[src/rtl/uart_pkg.sv]
// Shared types for the UART transmit arbiter.
// FSM encoding, source ids and byte width.
package uart_pkg;

    localparam int BYTE_W = 8;

    localparam logic SRC_HOST = 1'b0;
    localparam logic SRC_ECHO = 1'b1;

    typedef enum logic [1:0] {
        ST_IDLE,
        ST_LAUNCH,
        ST_WAIT_BUSY,
        ST_WAIT_DONE
    } tx_state_t;

endpackage

[src/rtl/byte_fifo.sv]
// Small byte FIFO with occupancy count.
// A push on a full FIFO is accepted only if a pop happens in the same cycle.
module byte_fifo
    import uart_pkg::*;
#(
    parameter int DEPTH = 4,
    parameter int CW    = $clog2(DEPTH) + 1
) (
    input  logic              i_clk,
    input  logic              i_rst_n,
    input  logic              i_push,
    input  logic [BYTE_W-1:0] i_data,
    input  logic              i_pop,
    output logic [BYTE_W-1:0] o_data,
    output logic              o_full,
    output logic              o_empty,
    output logic [CW-1:0]     o_count
);

    localparam int AW = $clog2(DEPTH);

    logic [BYTE_W-1:0] r_mem [DEPTH];
    logic [AW-1:0]     r_wptr;
    logic [AW-1:0]     r_rptr;
    logic [CW-1:0]     r_count;
    logic              w_do_push;
    logic              w_do_pop;

    assign o_full    = (r_count == CW'(DEPTH));
    assign o_empty   = (r_count == '0);
    assign o_count   = r_count;
    assign o_data    = r_mem[r_rptr];
    assign w_do_pop  = i_pop && !o_empty;
    assign w_do_push = i_push && (!o_full || w_do_pop);

    // Storage array; contents are don't-care while empty.
    always_ff @(posedge i_clk) begin
        if (w_do_push) begin
            r_mem[r_wptr] <= i_data;
        end
    end

    // Pointers wrap naturally at the power-of-two depth.
    always_ff @(posedge i_clk) begin
        if (!i_rst_n) begin
            r_wptr  <= '0;
            r_rptr  <= '0;
            r_count <= '0;
        end else begin
            if (w_do_push) begin
                r_wptr <= r_wptr + 1'b1;
            end
            if (w_do_pop) begin
                r_rptr <= r_rptr + 1'b1;
            end
            case ({w_do_push, w_do_pop})
                2'b10:   r_count <= r_count + 1'b1;
                2'b01:   r_count <= r_count - 1'b1;
                default: r_count <= r_count;
            endcase
        end
    end

endmodule

[src/rtl/uart_tx_arb.sv]
// Round-robin scheduler of host FIFO bytes and RX echo bytes
// onto a single UART transmitter with a valid/busy handshake.
module uart_tx_arb
    import uart_pkg::*;
#(
    parameter int FIFO_DEPTH = 4,
    parameter int BUSY_WAIT  = 3
) (
    input  logic              LPC_CLK,
    input  logic              LPC_RST,
    input  logic [BYTE_W-1:0] host_data,
    input  logic              host_valid,
    input  logic [BYTE_W-1:0] echo_data,
    input  logic              echo_valid,
    input  logic              echo_en,
    input  logic              ovf_clr,
    output logic [BYTE_W-1:0] tx_data,
    output logic              tx_valid,
    input  logic              tx_busy,
    output logic              host_full,
    output logic              host_overflow,
    output logic              echo_drop
);

    localparam int FCW   = $clog2(FIFO_DEPTH) + 1;
    localparam int CNT_W = $clog2(BUSY_WAIT + 1);

    tx_state_t         r_state;
    tx_state_t         w_state_nxt;
    logic [CNT_W-1:0]  r_wait_cnt;
    logic [CNT_W-1:0]  w_cnt_nxt;
    logic              r_rr;
    logic [BYTE_W-1:0] r_tx_data;
    logic              r_echo_full;
    logic [BYTE_W-1:0] r_echo_data;
    logic              r_echo_drop;
    logic              r_overflow;

    logic [BYTE_W-1:0] w_fifo_data;
    logic              w_fifo_full;
    logic              w_fifo_empty;
    logic [FCW-1:0]    w_fifo_count;
    logic              w_host_pend;
    logic              w_echo_pend;
    logic              w_pick_echo;
    logic              w_grant;
    logic              w_tx_valid;
    logic              w_pop_host;
    logic              w_pop_echo;
    logic              w_host_drop;

    byte_fifo #(
        .DEPTH (FIFO_DEPTH),
        .CW    (FCW)
    ) u_fifo (
        .i_clk   (LPC_CLK),
        .i_rst_n (LPC_RST),
        .i_push  (host_valid),
        .i_data  (host_data),
        .i_pop   (w_pop_host),
        .o_data  (w_fifo_data),
        .o_full  (w_fifo_full),
        .o_empty (w_fifo_empty),
        .o_count (w_fifo_count)
    );

    assign w_host_pend = !w_fifo_empty;
    assign w_echo_pend = r_echo_full;
    // Echo wins when alone, or when host was granted last.
    assign w_pick_echo = w_echo_pend && (!w_host_pend || (r_rr == SRC_HOST));
    assign w_pop_host  = w_grant && !w_pick_echo;
    assign w_pop_echo  = w_grant && w_pick_echo;
    assign w_host_drop = host_valid && w_fifo_full && !w_pop_host;

    assign host_full     = (w_fifo_count == FCW'(FIFO_DEPTH));
    assign host_overflow = r_overflow;
    assign echo_drop     = r_echo_drop;
    assign tx_data       = r_tx_data;
    assign tx_valid      = w_tx_valid;

    // Next-state, grant and launch strobe decode.
    always_comb begin
        w_state_nxt = r_state;
        w_cnt_nxt   = r_wait_cnt;
        w_grant     = 1'b0;
        w_tx_valid  = 1'b0;
        unique case (r_state)
            ST_IDLE: begin
                if (!tx_busy && (w_host_pend || w_echo_pend)) begin
                    w_grant     = 1'b1;
                    w_state_nxt = ST_LAUNCH;
                end
            end
            ST_LAUNCH: begin
                w_tx_valid  = 1'b1;
                w_cnt_nxt   = '0;
                w_state_nxt = ST_WAIT_BUSY;
            end
            ST_WAIT_BUSY: begin
                if (tx_busy) begin
                    w_state_nxt = ST_WAIT_DONE;
                end else if (r_wait_cnt == CNT_W'(BUSY_WAIT - 1)) begin
                    w_state_nxt = ST_IDLE;
                end else begin
                    w_cnt_nxt = r_wait_cnt + 1'b1;
                end
            end
            ST_WAIT_DONE: begin
                if (!tx_busy) begin
                    w_state_nxt = ST_IDLE;
                end
            end
            default: begin
                w_state_nxt = ST_IDLE;
            end
        endcase
    end

    // State, rr pointer and the byte handed to the transmitter.
    always_ff @(posedge LPC_CLK) begin
        if (!LPC_RST) begin
            r_state    <= ST_IDLE;
            r_wait_cnt <= '0;
            r_rr       <= SRC_HOST;
            r_tx_data  <= '0;
        end else begin
            r_state    <= w_state_nxt;
            r_wait_cnt <= w_cnt_nxt;
            if (w_grant) begin
                r_rr      <= w_pick_echo ? SRC_ECHO : SRC_HOST;
                r_tx_data <= w_pick_echo ? r_echo_data : w_fifo_data;
            end
        end
    end

    // One-entry echo holding register with drop pulse.
    always_ff @(posedge LPC_CLK) begin
        if (!LPC_RST) begin
            r_echo_full <= 1'b0;
            r_echo_data <= '0;
            r_echo_drop <= 1'b0;
        end else begin
            r_echo_drop <= 1'b0;
            if (!echo_en) begin
                r_echo_full <= 1'b0;
            end else if (echo_valid) begin
                if (!r_echo_full || w_pop_echo) begin
                    r_echo_full <= 1'b1;
                    r_echo_data <= echo_data;
                end else begin
                    r_echo_drop <= 1'b1;
                end
            end else if (w_pop_echo) begin
                r_echo_full <= 1'b0;
            end
        end
    end

    // Sticky host overflow; a new drop beats a clear.
    always_ff @(posedge LPC_CLK) begin
        if (!LPC_RST) begin
            r_overflow <= 1'b0;
        end else if (w_host_drop) begin
            r_overflow <= 1'b1;
        end else if (ovf_clr) begin
            r_overflow <= 1'b0;
        end
    end

endmodule

[config.mk]
export PLATFORM = sky130hd
export DESIGN_NAME = uart_tx_arb
export DESIGN_NICKNAME = d
export VERILOG_FILES = /design/src/rtl/uart_pkg.sv /design/src/rtl/byte_fifo.sv /design/src/rtl/uart_tx_arb.sv
export SDC_FILE = /design/constraint.sdc
export NUM_CORES = 1
export LEC_CHECK = 0
export CORE_AREA = 3 3 80 82
export CTS_CLUSTER_DIAMETER = 50
export CTS_CLUSTER_SIZE = 25
export DETAILED_ROUTE_END_ITERATION = 16
export DIE_AREA = 0 0 83 85
export GPL_TIMING_DRIVEN = 0
export PLACE_DENSITY = 0.74
export SLEW_MARGIN = 10
export SYNTH_ARGS = -nofsm -noshare
export SYNTH_HDL_FRONTEND = slang
export SYNTH_HIERARCHICAL = 1
export SYNTH_SLANG_ARGS = --single-unit
[constraint.sdc]
create_clock -name LPC_CLK -period 2.56 [get_ports LPC_CLK]
set_clock_uncertainty 0.15 [all_clocks]
set_input_delay 0.512 -clock LPC_CLK [delete_from_list [all_inputs] [get_ports LPC_CLK]]
set_output_delay 0.512 -clock LPC_CLK [all_outputs]
set_load 0.1 [all_outputs]
==> qor.yml, run 1 <==
global_routing:
  grt_max_degree: 14
  grt_util_all_layers: 0.154
  grt_pass1_wl_mm: 8.63
  grt_overflow_total: 0
  antenna_found_initial: 0
  first_global_vias: 1818
worst_setup_path:
  required_ns: 2.68
  crit_buf_inv: 3
  rr_worst_depth: 11
  startpoint_type: "flop"
  crit_chain: "or3_4 > buf_6 > nor3_4 > inv_2 > nor2_4 > ha_4 > inv_2 > fa_2 > xor2_1 > or3_1 > a21boi_1"
  crit_cells: 11
  worstPathMaxFanout: 10
  rr_endpoint: "u_fifo/o_count[2]"
  cp_common_cell: "inv_2"
  crit_arrival_ns: 2.65
  crit_type: "reg2reg"
  crit_start: "r_state[0]"
  r2r_slack_ns: 0.03
  cp_top_family: "simple AND/OR/NAND/NOR gates"
  slowest_stage: "or3_4"
  cp_slowest_stage_delay_ns: 0.38
  reg2reg_from: "r_state[0]"
  cp-end-kind: "flop"
die:
  row_count: 28
  die_area_mm2: 0.00706
  start_util: 0.481
  coreArea_mm2: 0.00582
  io_pins: 35
  die_x_um: 83
  die_h_um: 85
drt:
  finalWirelength_mm: 4.93
  drt_first_iter_violations: 110
  routedWlPerCell_um: 13.8
  drt_first_pass_iters: 4
  drcViolationCount: 0
  ant_nets: 0
  vias: 1865
  avgViaCountPerCell: 5.21
finish:
  drive_gt1_frac: 0.166
  num-nets-final: 308
  diodes: 0
  syn_to_final_growth_pct: 24.9
pwr:
  p_leak_uw: 0.00120
  power_per_cell_area_mw_per_mm2: 814
  peakVddDrop_uv: 556
  power_uw: 2840
worst_hold_path:
  hold_start: "r_echo_data[0]"
  hold_end: "r_echo_data[0]"
  worst_hold_path.num_cells: 2
  hold_path_class: "reg2reg"
synth:
  ys_seq_area_frac: 0.580
  ys.warnings.count: 6
  syn-num-nets: 262
  ys_types: 42
  synthCells: 232
  syn_avg_cell_area_um2: 12.0
  ys_ff_latch: 65
  synth_edf_count: 32
  syn-cell-area_mm2: 0.00280
  async_flop_share: 0
  synthFlopType: "dfxtp_1"
sta:
  fin_crit_sh: 0.989
  min_period_ns: 2.53
  fin_hold_ws_ns: 0.314
  fmax_mhz: 395
  relSlewSlack: 0.353
  finalHoldViolations: 0
  setup_viol: 0
  rsz0062_at_grt: "yes"
  tightest_slew_ns: 0.967
  finalMaxSlewViolations: 0
clocking:
  cts_num_sinks: 65
  cts_tree: "yes"
  holdBufCountCts: 0
  numCtsBuffers: 9
  cts.reportedPaths.clkPinSlew_ns: 0.07
  cts-root-buf: "clkbuf_8"
  htreeDepth: 3
  cts.path.max_buffers: 2
  clock_latency_ns: 0.34
placed_design:
  hpwl_mm: 3.53
  place_congestion: 0.762
  port_buffers: 34
job:
  cap_viol_max_count: 0
outcome:
  status: "completed"
[worst min-delay path, cell delays in order, from the launching register on]
cell     delay [ns]
dfxtp_1        0.31
nand2_1        0.05
mux2i_1        0.05
[cell usage after synthesis (2+ instances only)]
cell,n,area share
o21a_1,3,0.0081
a311oi_1,8,0.025
mux4_2,8,0.064
dfxtp_1,33,0.24
inv_1,11,0.015
o21ai_0,15,0.027
buf_6,2,0.0081
nand3_1,9,0.016
nand2b_1,3,0.0067
and2_1,7,0.016
buf_2,3,0.0054
buf_1,2,0.0027
nor3_1,3,0.0054
mux2i_1,10,0.036
ha_1,6,0.027
nand2_1,26,0.035
or3_1,3,0.0067
a21oi_1,13,0.023
edfxtp_1,32,0.34
nor2b_1,3,0.0067
a21boi_1,2,0.0054
nor2_1,4,0.0054
clkbuf_1,7,0.0094
[timing repair]
action,4_1_cts,5_1_grt
cloned,0,0
setup buffers,0,3
resized for setup,5,11
endpoints found under the setup margin,37,3
pin swaps,0,2
[logic make-up after synthesis]
group / count (synthesis) / share of synthesized area
compound gates: 49 / 0.118
simple gates: 65 / 0.120
flops: 65 / 0.580
mux: 18 / 0.100
buf+inv: 26 / 0.0416
xor+xnor: 2 / 0.00627
fa+ha+maj: 7 / 0.0340
[layout make-up]
class	count	area [µm²]
sequential	65	1630
clock buffer	9	124
fill	497	2320
buffer	12	55.1
tap	75	93.8
clock inverter	7	76.3
multi-input combinational	141	1110
inverter	12	45.0
timing repair buffer	37	355
[layout by cell type (no fill, tap or decap), types with 5 or more instances in the layout]
cell / n
edfxtp_1: 32
dfxtp_1: 31
clkdlybuf4s50_1: 31
nand2_1: 26
o21ai_0: 14
a21oi_1: 13
mux2i_1: 10
inv_1: 9
nand3_1: 9
clkbuf_8: 9
a311oi_1: 8
mux4_2: 8
clkbuf_1: 7
and2_1: 7
ha_1: 5
[power breakdown]
part / internal [µW] / leakage, µW / switching (µW)
sequential: 1190 / 0.000565 / 66.5
combinational: 252 / 0.000535 / 469
clock: 456 / 0.0000962 / 412
total: 1890 / 0.00120 / 948
[flip-flops by register name, summed over array words and instances (netlist names), named ones only]
register and flops:
r_state 2, r_rr 1, r_wait_cnt 2, u_fifo/r_wptr 2, echo_drop 1, u_fifo/r_mem 32, host_overflow 1, tx_data 8
r_echo_data 8, r_echo_full 1, u_fifo/r_rptr 2, u_fifo/o_count 3
[routing by layer]
metal / global-route usage / vias to the layer above / part of all wire
li1: - / 941 / -
met1: 0.178 / 878 / 0.45
met2: 0.266 / 42 / 0.48
met3: 0.0680 / 4 / 0.057
met4: 0.0312 / 0 / 0.0059
met5: 0 / - / 0
[per-stage QoR]
step	setup slack, ns	utilization	instance area (µm²)	setup TNS (ns)	cells
after CTS	-0.134	0.594	3460	-0.175	357
after floorplan	-0.0182	-	2820	-0.0182	232
after global routing	-0.123	0.600	3490	-0.123	358
after detailed placement	-0.726	0.559	3250	-16.09	341
final	0.0286	0.600	3490	0	358
after global placement	-0.705	0.559	3250	-15.59	341
[how the worst max path moves through the flow]
stage | end | slack [ns]
floorplan | u_fifo/o_count[2] | -0.02
global placement | u_fifo/o_count[1] | -0.70
detailed placement | u_fifo/o_count[1] | -0.73
CTS | u_fifo/o_count[2] | -0.13
global route | u_fifo/o_count[2] | -0.12
finish | u_fifo/o_count[2] | 0.03
Power figures use the tool's default switching activity.
==> run 2, diff against run 1 <==
--- a/config.mk
+++ b/config.mk
@@ -5,11 +5,12 @@
 export SDC_FILE = /design/constraint.sdc
 export NUM_CORES = 1
 export LEC_CHECK = 0
-export CORE_AREA = 3 3 80 82
+export ABC_AREA = 1
+export CORE_AREA = 3 3 81 83
 export CTS_CLUSTER_DIAMETER = 50
 export CTS_CLUSTER_SIZE = 25
 export DETAILED_ROUTE_END_ITERATION = 16
-export DIE_AREA = 0 0 83 85
+export DIE_AREA = 0 0 84 86
 export GPL_TIMING_DRIVEN = 0
 export PLACE_DENSITY = 0.74
 export SLEW_MARGIN = 10
==> run 2 against run 1 <==
  * Via count increased by 22%
  * Fmax is 1.5% higher
  * Clock power hardly changed
  * Core utilization increased by 3.3 points
  * Critical path type is now reg2out
  * Worst hold slack worse by 0.034 ns
  * Global-route usage grew 1.6 points
  * Sequential cell count did not move
  * Combinational power is 36% higher
  * Setup slack improved by 0.037 ns
  * Synthesized area grew 2.1%
  * Sequential share of layout area fell by 3.2 points
  * Critical path depth decreased by 10
==> qor.yml, run 2 <==
finish:
  largest_register_ffs: 32  # unchanged
  num-nets-final: 411  # +33%
  layout_common_cells: "nand2_1 (68), nor2_1 (35), edfxtp_1 (32)"
  diodes: 0  # unchanged
  final_common_cell: "nand2_1"
  top_register: "u_fifo/r_mem"
  filler_cell_count: 470  # -5.4%
  stdcell_area_mm2: 0.00375  # +7.5%
  multi_input_area_mm2: 0.00110  # -0.90%
  syn_to_final_growth_pct: 31.5
  seqCellArea_mm2: 0.00163  # about the same
  finalNonFillerCells: 461  # +29%
  drive_gt1_frac: 0.205  # +0.0386
die:
  die_x_um: 84  # +1.2%
  start_util: 0.482  # +0.00119
  row_count: 28  # unchanged
  io_pins: 35  # unchanged
  coreArea_mm2: 0.00592  # +1.8%
  die_area_mm2: 0.00722  # +2.4%
  die_h_um: 86  # +1.2%
sta:
  tightest_slew_ns: 0.971  # +0.00395 ns
  fin_crit_sh: 0.974  # -0.0143
  min_period_ns: 2.49  # -0.0367 ns
  fmax_mhz: 401  # +1.5%
  setup_slack_ns: 0.0653  # +0.0367 ns
  finalMaxSlewViolations: 0  # unchanged
  setup_viol: 0  # unchanged
  finalHoldViolations: 0  # unchanged
  rsz0062_at_grt: "yes"
  fin_tns_setup_ns: 0  # unchanged
  relSlewSlack: 0.351  # -0.00264
worst_setup_path:
  cp-end-kind: "output port"
  crit_arrival_ns: 1.83  # -0.82 ns
  crit_type: "reg2out"
  cp_slowest_stage_delay_ns: 1.14  # +0.76 ns
  crit_chain: "clkdlybuf4s50_1"
  startpoint_type: "flop"
  cp_top_family: "buffers and inverters"
  required_ns: 1.90  # -0.78 ns
  crit_buf_inv: 1  # -2
  slowest_stage: "clkdlybuf4s50_1"
  worstPathMaxFanout: 2  # -8
placed_design:
  place_congestion: 0.769  # +0.83%
  dp.cells: 427  # +25%
  pre_cts_slack_ns: -0.697  # +0.0288 ns
  port_buffers: 34  # unchanged
  hpwl_mm: 3.92  # +11%
  placed_area_mm2: 0.00331  # +1.8%
clocking:
  cts_tree: "yes"
  cts-root-buf: "clkbuf_8"
  holdBufCountCts: 0  # unchanged
  clock_latency_ns: 0.34  # about the same
  numCtsBuffers: 9  # unchanged
  cts.path.max_buffers: 2  # unchanged
  htreeDepth: 3  # unchanged
  cts.reportedPaths.clkPinSlew_ns: 0.07  # about the same
  cts_num_sinks: 65  # unchanged
drt:
  drt_first_iter_violations: 128  # +16%
  drcViolationCount: 0  # unchanged
  ant_nets: 0  # unchanged
  vias: 2273  # +22%
  drt_first_pass_iters: 4  # unchanged
  finalWirelength_mm: 5.84  # +18%
  avgViaCountPerCell: 4.93  # -5.4%
  routedWlPerCell_um: 12.7  # -8.1%
global_routing:
  grt_overflow_total: 0  # unchanged
  grt_max_degree: 12  # -2
  antenna_found_initial: 0  # unchanged
  grt_util_all_layers: 0.170  # +0.0159
  grt_pass1_wl_mm: 9.60  # +11%
  first_global_vias: 2142  # +18%
synth:
  syn-cell-area_mm2: 0.00285  # +2.1%
  synthFlopType: "dfxtp_1"
  ys_types: 29  # -31%
  async_flop_share: 0  # unchanged
  ys_top_cells_by_count: "nand2_1 (75), nor2_1 (40), inv_1 (38), dfxtp_1 (33), edfxtp_1 (32)"
  ys.warnings.count: 6  # unchanged
  syn-num-nets: 348  # +33%
  synth_area_leader_cell: "edfxtp_1"
  yosysMostFrequentCell: "nand2_1"
  synthTopCellsByArea: "edfxtp_1 (34%), dfxtp_1 (23%), nand2_1 (9.9%)"
  synth_edf_count: 32  # unchanged
  ys_ff_latch: 65  # unchanged
  ys_seq_area_frac: 0.568  # -0.0117
  synthCells: 318  # +37%
  yosysTopAreaCellShare: 0.337  # -0.00694
  syn_avg_cell_area_um2: 8.97  # -26%
pwr:
  power_uw: 3130  # +10%
  swShare: 0.343  # +0.00916
  power_per_cell_area_mw_per_mm2: 833  # +2.4%
  pwr-share-comb: 0.315  # +0.061
  switching_power_uw: 1070  # +13%
  clock_power_share: 0.278  # -0.027
  peakVddDrop_uv: 615  # +11%
  seq_power_share: 0.407  # -0.034
  p_leak_uw: 0.00154  # +29%
  p_int_uw: 2060  # +8.5%
outcome:
  status: "completed"
job:
  cap_viol_max_count: 0  # unchanged
worst_hold_path:
  hold_path_class: "reg2reg"
-- run 2: cell count changes after synthesis, moves of 9 or more --
cell     before  now
mux2i_1      10    0
o22ai_1       0    9
a21oi_1      13   26
nor2_1        4   40
nand2_1      26   75
inv_1        11   38
-- run 2: routing by layer --
metal	routed length, µm	up-vias	part of all wire	global-route usage
met4	36	0	0.0062	0.0570
li1	-	1167	-	-
met5	0	-	0	0
met2	3130	50	0.54	0.300
met1	2390	1052	0.41	0.195
met3	281	4	0.048	0.0528
-- run 2: path summary, 6_finish.rpt --
kind / from / endpoint / cells after the start / slack [ns]
worst max-delay path: tx_data[3] / tx_data[3] / 1 / 0.07
worst max register to register: u_fifo/o_count[1] / u_fifo/o_count[2] / 21 / 0.08
worst min-delay path: r_wait_cnt[0] / r_wait_cnt[0] / 1 / 0.28
worst min register to register: r_wait_cnt[0] / r_wait_cnt[0] / 1 / 0.28
-- run 2: kinds of logic (layout without fill, tap and decap cells) --
kind of cell	after synthesis	count (layout)	synth area share
compound gates	57	57	0.114
fa+ha+maj	7	7	0.0333
buf+inv	47	115	0.0768
flops	65	65	0.568
simple gates	142	142	0.208
-- run 2: metrics by stage --
stage	hold slack, ns	utilization
after detailed placement	0.270	0.559
final	0.281	0.634
after global routing	0.336	0.634
after CTS	0.283	0.617
after global placement	0.266	0.559
after floorplan	0.253	-
-- run 2: power groups by stage --
stage,Clock (µW),Combinational (µW),Sequential (µW)
after floorplan,0,454,1430
after global placement,0,787,1290
after detailed placement,0,803,1290
after CTS,884,907,1280
after global routing,938,1080,1290
final,869,984,1270
-- run 2: layout make-up --
class                   count  share of cell area
clock inverters             5              0.0143
well taps                  75              0.0250
repair buffers             53               0.131
clock buffers              11              0.0404
multi-input cells         206               0.295
plain buffers               6              0.0170
inverters                  40              0.0434
flip-flops and latches     65               0.434
-- run 2: timing repair --
item,CTS,global route
setup endpoints to repair,36,34
resized for setup,26,14
pin swaps,5,8
gates cloned,0,0
hold endpoints to repair,0,0
setup buffers,8,11
==> run 3, diff against run 2 <==
--- a/config.mk
+++ b/config.mk
@@ -11,6 +11,7 @@
 export CTS_CLUSTER_SIZE = 25
 export DETAILED_ROUTE_END_ITERATION = 16
 export DIE_AREA = 0 0 84 86
+export GPL_ROUTABILITY_DRIVEN = 0
 export GPL_TIMING_DRIVEN = 0
 export PLACE_DENSITY = 0.74
 export SLEW_MARGIN = 10
==> results of run 3 <==
Final layout, timing and power as in run 2 (identical DEF).
